==> src/rtl/lsu_mem_engine.sv <==
// lsu_mem_engine
//   Execution side of the LSU stage. It takes the registered EXU->LSU payload,
//   runs one load or store on a request/response data-memory bus, extends or
//   aligns the returned load data, and presents the writeback payload to the
//   WBU through a valid/allow-in handshake. Non-memory ops pass through with no
//   added latency. pipeline_flush kills the op in flight.
//
// Ports
//   clk, rst            clock; asynchronous active-low reset
//   lsu_valid/ready     stage handshake (ready = op completes this cycle)
//   i_*                 EXU payload (control, address/ALU result, store data)
//   mem_req_*           request channel: valid/ready, addr, wen, wdata, wmask
//   mem_resp_*          response channel: valid/ready, rdata (8-byte aligned)
//   wbu_valid/allow_in  writeback handshake
//   o_*                 writeback payload (o_wdata = load result or ALU result)
//   pipeline_flush      kill current op
module lsu_mem_engine #(
   parameter int unsigned XLEN   = 64,
   parameter int unsigned INST_W = 32
) (
   input  logic              clk,
   input  logic              rst,
   input  logic              lsu_valid,
   output logic              lsu_ready,
   input  logic              i_MemWr,
   input  logic [2:0]        i_MemOP,
   input  logic [XLEN-1:0]   i_R_rs2,
   input  logic [XLEN-1:0]   i_ALUres,
   input  logic [1:0]        i_RegSrc,
   input  logic              i_RegWr,
   input  logic              i_isecall,
   input  logic              i_ismret,
   input  logic              i_iscsr,
   input  logic [INST_W-1:0] i_inst,
   input  logic [XLEN-1:0]   i_pc,
   input  logic [XLEN-1:0]   i_R_rs1,
   output logic              mem_req_valid,
   input  logic              mem_req_ready,
   output logic [XLEN-1:0]   mem_addr,
   output logic              mem_wen,
   output logic [XLEN-1:0]   mem_wdata,
   output logic [7:0]        mem_wmask,
   input  logic              mem_resp_valid,
   input  logic [XLEN-1:0]   mem_resp_rdata,
   output logic              mem_resp_ready,
   output logic              wbu_valid,
   input  logic              wbu_allow_in,
   output logic [XLEN-1:0]   o_wdata,
   output logic [1:0]        o_RegSrc,
   output logic              o_RegWr,
   output logic              o_isecall,
   output logic              o_ismret,
   output logic              o_iscsr,
   output logic [INST_W-1:0] o_inst,
   output logic [XLEN-1:0]   o_pc,
   output logic [XLEN-1:0]   o_R_rs1,
   input  logic              pipeline_flush
);

   typedef enum logic [2:0] {
      S_IDLE,
      S_REQ,
      S_RESP,
      S_DRAIN,
      S_HOLD
   } state_t;

   state_t            state;
   state_t            state_nxt;
   logic [XLEN-1:0]   load_buf;
   logic              load_cap;
   logic              need_mem;
   logic              is_load;
   logic [5:0]        byte_sh;
   logic [7:0]        mask_base;
   logic [14:0]       mask_full;
   logic [XLEN-1:0]   rdata_sh;
   logic [XLEN-1:0]   load_ext;

   assign is_load  = (i_RegSrc == 2'b01);
   assign need_mem = i_MemWr | is_load;
   assign byte_sh  = {i_ALUres[2:0], 3'b000};

   // Request fields derive straight from the registered payload, which the
   // upstream stage holds until lsu_ready, so they are stable throughout REQ.
   assign mem_addr  = {i_ALUres[XLEN-1:3], 3'b000};
   assign mem_wen   = i_MemWr;
   assign mem_wdata = i_R_rs2 << byte_sh;

   always_comb begin
      mask_base = '0;
      case (i_MemOP[1:0])
         2'b00:   mask_base = 8'h01;
         2'b01:   mask_base = 8'h03;
         2'b10:   mask_base = 8'h0F;
         default: mask_base = 8'hFF;
      endcase
   end

   // Widen before shifting; the upper bits of a boundary-crossing access
   // simply fall off.
   assign mask_full = {7'b0, mask_base} << i_ALUres[2:0];
   assign mem_wmask = mask_full[7:0];

   assign rdata_sh = mem_resp_rdata >> byte_sh;

   always_comb begin
      load_ext = rdata_sh;
      case (i_MemOP)
         3'b000:  load_ext = {{(XLEN-8){rdata_sh[7]}},   rdata_sh[7:0]};
         3'b001:  load_ext = {{(XLEN-16){rdata_sh[15]}}, rdata_sh[15:0]};
         3'b010:  load_ext = {{(XLEN-32){rdata_sh[31]}}, rdata_sh[31:0]};
         3'b100:  load_ext = {{(XLEN-8){1'b0}},          rdata_sh[7:0]};
         3'b101:  load_ext = {{(XLEN-16){1'b0}},         rdata_sh[15:0]};
         3'b110:  load_ext = {{(XLEN-32){1'b0}},         rdata_sh[31:0]};
         default: load_ext = rdata_sh;
      endcase
   end

   always_ff @(posedge clk or negedge rst) begin
      if (!rst) begin
         state    <= S_IDLE;
         load_buf <= '0;
      end else begin
         state <= state_nxt;
         if (load_cap)
            load_buf <= load_ext;
      end
   end

   always_comb begin
      state_nxt      = state;
      load_cap       = 1'b0;
      mem_req_valid  = 1'b0;
      mem_resp_ready = 1'b0;
      wbu_valid      = 1'b0;
      lsu_ready      = 1'b0;
      case (state)
         S_IDLE: begin
            // The pass-through path is purely combinational; qualify it with
            // rst so outputs sit at their reset values while reset is held.
            if (rst && lsu_valid && !need_mem) begin
               wbu_valid = 1'b1;
               lsu_ready = wbu_allow_in;
            end else if (lsu_valid && need_mem && !pipeline_flush) begin
               state_nxt = S_REQ;
            end
         end
         S_REQ: begin
            mem_req_valid = 1'b1;
            if (mem_req_ready)
               state_nxt = pipeline_flush ? S_DRAIN : S_RESP;
            else if (pipeline_flush)
               state_nxt = S_IDLE;
         end
         S_RESP: begin
            mem_resp_ready = 1'b1;
            if (pipeline_flush) begin
               state_nxt = S_DRAIN;
            end else if (mem_resp_valid) begin
               load_cap  = 1'b1;
               state_nxt = S_HOLD;
            end
         end
         S_DRAIN: begin
            mem_resp_ready = 1'b1;
            if (mem_resp_valid)
               state_nxt = S_IDLE;
         end
         S_HOLD: begin
            if (pipeline_flush) begin
               state_nxt = S_IDLE;
            end else begin
               wbu_valid = 1'b1;
               lsu_ready = wbu_allow_in;
               if (wbu_allow_in)
                  state_nxt = S_IDLE;
            end
         end
         default: state_nxt = S_IDLE;
      endcase
   end

   // Stores write back i_ALUres; the memory response is only an ack for them.
   assign o_wdata   = is_load ? load_buf : i_ALUres;
   assign o_RegSrc  = i_RegSrc;
   assign o_RegWr   = i_RegWr;
   assign o_isecall = i_isecall;
   assign o_ismret  = i_ismret;
   assign o_iscsr   = i_iscsr;
   assign o_inst    = i_inst;
   assign o_pc      = i_pc;
   assign o_R_rs1   = i_R_rs1;

endmodule

==> config.mk <==
export PLATFORM = sky130hd
export DESIGN_NAME = lsu_mem_engine
export DESIGN_NICKNAME = d
export VERILOG_FILES = /design/src/rtl/lsu_mem_engine.sv
export SDC_FILE = /design/constraint.sdc
export NUM_CORES = 1
export LEC_CHECK = 0
export ABC_AREA = 1
export ABC_CLOCK_PERIOD_IN_PS = 2750
export CELL_PAD_IN_SITES_DETAIL_PLACEMENT = 1
export CELL_PAD_IN_SITES_GLOBAL_PLACEMENT = 1
export CORE_AREA = 2 2 288 290
export CTS_CLUSTER_DIAMETER = 30
export DETAILED_ROUTE_END_ITERATION = 6
export DIE_AREA = 0 0 290 292
export HOLD_SLACK_MARGIN = 0.1
export PLACE_DENSITY_LB_ADDON = 0.1
export RECOVER_POWER = 25
export SKIP_LAST_GASP = 1
export SYNTH_ARGS = -nofsm -noshare
export SYNTH_HDL_FRONTEND = slang
export SYNTH_SLANG_ARGS = --single-unit
export TNS_END_PERCENT = 5
==> constraint.sdc <==
create_clock -name clk -period 2.75 [get_ports clk]
set_input_delay 0.825 -clock clk [delete_from_list [all_inputs] [get_ports clk]]
set_output_delay 0.825 -clock clk [all_outputs]
set_load 0.005 [all_outputs]
==> impl_metrics.py <==
metrics = {
    "status": {
        "status": "finished, violations left",
        "violations": "setup timing",
    },
    "synth": {
        "ys_seq_elements": 67,
        "synth_cell_types": 36,
        "synth-main-ff-cell": "dfrtp_1",
        "synth_edf_count": 0,
        "netlist_instances": 1414,
        "ys_seq_area_frac": 0.1887,
        "synth_commonest_cells": "nand2_1 (351), buf_4 (237), nor2_1 (198)",
        "synth_top_area_frac": 0.2002,
        "synthArstFlopShare": 1.000,
        "ys_top_cells_by_area": "buf_4 (20%), dfrtp_1 (19%), nand2_1 (15%)",
        "ys.warnings.count": 0,
        "syn_avg_cell_area_um2": 6.284,
        "syn_area_um2": 8886,
        "synth_area_leader_cell": "buf_4",
        "post-synth-top-count-cell": "nand2_1",
    },
    "detailed_routing": {
        "vias_per_cell": 3.666,
        "drt_iter0_markers": 355,
        "antenna_left": 0,
        "post_drt_wl_per_cell_um": 21.41,
        "top_layer_used": "met5",
        "routed_wl_um": 60440,
        "dr_total_vias": 10350,
        "firstDrtPassIters": 4,
        "dr_wl_met3_um": 4131,
        "wl_met2_um": 30530,
        "wl_met1_um": 24230,
        "drc": 0,
    },
    "sta": {
        "tightest_slew_ns": 1.060,
        "finalMaxSlewViolations": 0,
        "max_freq_ghz": 0.3323,
        "setup_viol": 130,
        "slew_headroom": 0.2932,
        "setup_ws_ns": -0.2592,
        "post-route-min-period_ns": 3.009,
        "setup_tns_ns": -18.10,
        "finalCritPeriodShare": 1.094,
        "hold_viol_final": 0,
        "rsz0062_at_grt": "yes",
        "skew_ns": 0.01086,
    },
    "cts": {
        "hold_buffers": 0,
        "cts_root_buf": "clkbuf_16",
        "cts_tree": "yes",
        "numCtsBuffers": 9,
        "clockBufferDepth": 2,
        "cts_max_level": 3,
        "cts.sinks": 67,
        "clk_latency_ns": 0.36,
        "path_clk_slew_ns": 0.06,
    },
    "power_and_ir_drop": {
        "ir_drop_v": 0.0002215,
        "leakage_nw": 6.449,
        "powerDensity_nw_per_um2": 426.8,
        "power.total_mw": 6.249,
    },
    "placed_design": {
        "detailed_place_hpwl_um": 50610,
        "port_buffers": 408,
        "dp.cells": 2769,
        "gp_congestion": 0.7830,
    },
    "global_route": {
        "grt_start_max_net_pins": 53,
        "grt_pass1_wl_um": 84390,
        "grt_pass1_vias": 11260,
        "grtUsageTotal": 0.1389,
        "antenna_found_initial": 15,
        "grt_overflow": 0,
    },
    "setup_path": {
        "startpoint_type": "primary input",
        "path_class": "primary input to output port",
        "critPathMaxStageDelay_ns": 0.24,
        "critPathMaxFanout": 6,
        "crit_chain": "buf_16 -> buf_8 -> nor2_4 -> clkinvlp_4 -> buf_4 -> o22ai_2 -> nor2_1 -> a31oi_1 -> clkdlybuf4s15_1",
        "required_ns": 1.93,
        "slowest_stage": "clkdlybuf4s15_1",
        "worst_ep_arrival_time_ns": 2.18,
        "critPathCaptureType": "output port",
    },
    "floorplan": {
        "start_util": 0.1089,
        "dieArea_um2": 84680,
        "die_h_um": 292,
        "die_w_um": 290,
        "ios": 740,
        "fp-row-count": 105,
        "coreArea_um2": 81580,
    },
    "cells_and_area": {
        "fin_cells": 2823,
        "nets": 2111,
        "drive_above_1_share": 0.2257,
        "area_delta_synth_final_pct": 64.77,
    },
    "run": {
        "drv_cap": 0,
    },
    "hold_path": {
        "min_path_type": "register to register",
    },
}
[registers in the layout, summed over array words and instances (netlist names)]
name / cells
load_buf: 64
state: 3
[layer usage]
metal | global-route usage | up-vias
met5 | 0 | -
met4 | 0.04078 | 16
met3 | 0.04453 | 93
met2 | 0.2505 | 372
met1 | 0.1553 | 4842
li1 | - | 5027
[power by group]
part / switching (mW) / total (mW) / internal [mW]
Combinational: 1.49 / 3.09 / 1.60
Clock: 0.502 / 1.29 / 0.792
Sequential: 0.376 / 1.86 / 1.49
Total: 2.36 / 6.25 / 3.88
[stage by stage]
stage / hold slack [ns] / worst slack (ns) / area [um^2] / util
3_5_place_dp: 0.4790 / -0.8799 / 13750 / 0.1685
2_1_floorplan: 0.4496 / 0.03557 / 8894 / -
5_1_grt: 0.5099 / -0.3326 / 14630 / 0.1793
3_3_place_gp: 0.4667 / -0.8373 / 13750 / 0.1685
6_report: 0.4857 / -0.2592 / 14640 / 0.1795
4_1_cts: 0.4931 / -0.2667 / 14570 / 0.1786
[critical path: cells and delay by family]
family / cells / cell delay, ns
AO/OA/AOI/OAI: 2 / 0.40
buffers and inverters: 5 / 0.77
AND/OR/NAND/NOR: 2 / 0.18
[cells by family after synthesis]
family / Yosys count / share of synthesized area
DFF: 67 / 0.1887
buffers and inverters: 375 / 0.2744
other: 1 / 0.0004220
and+or+nand+nor: 691 / 0.3185
AOI/OAI and AO/OA: 202 / 0.1222
muxes: 78 / 0.09575
[final timing paths]
kind                                  start            end  slack, ns  cells past startpoint
worst max-delay path            i_ALUres[0]  mem_wdata[55]      -0.26                      9
worst max register to register     state[0]   load_buf[58]       0.81                      8
worst min-delay path            load_buf[1]    load_buf[1]       0.49                      2
worst min register to register  load_buf[1]    load_buf[1]       0.49                      2
max in group asynchronous               rst   load_buf[18]       0.41                      3
min in group asynchronous               rst   load_buf[63]       0.96                      2
[area by class of cell]
cell class                 count  area (um^2)
fill                        9878        66940
timing repair buffer         636         6008
multi-input combinational    975         5066
sequential                    67         1677
tap                         1070         1339
clock buffer                   9        225.2
inverter                      53        219.0
clock inverter                 6        90.09
antenna                        7        17.52
[repair_timing]
| item | in CTS | in global routing |
|---|---|---|
| gates cloned | 5 | 0 |
| setup endpoints to repair | 140 | 140 |
| resized for setup | 268 | 30 |
| pin swaps | 16 | 5 |
| setup buffers | 25 | 3 |
[placed cells by master (no fill, tap or decap), types with 6 or more instances in the layout]
master | Yosys | layout
nor2_4 | 1 | 7
buf_12 | 0 | 19
dfrtp_1 | 67 | 67
mux2_2 | 56 | 56
o21ai_0 | 114 | 80
o211ai_1 | 6 | 6
inv_2 | 3 | 7
a21oi_1 | 38 | 38
dlygate4sd2_1 | 0 | 110
inv_1 | 49 | 40
nand3_1 | 126 | 125
nand2_1 | 351 | 346
clkdlybuf4s50_1 | 0 | 273
mux2i_1 | 22 | 13
buf_4 | 237 | 197
nor2_1 | 198 | 189
a31oi_1 | 10 | 10
a21boi_0 | 7 | 7
nand2_2 | 2 | 6
mux2i_2 | 0 | 8
o21ai_1 | 10 | 19
clkbuf_16 | 0 | 9
buf_6 | 11 | 9
o22ai_1 | 12 | 10
diode_2 | 0 | 7
buf_8 | 0 | 6
o21ai_2 | 0 | 21
Note: power is estimated with default switching activity, not from simulation.
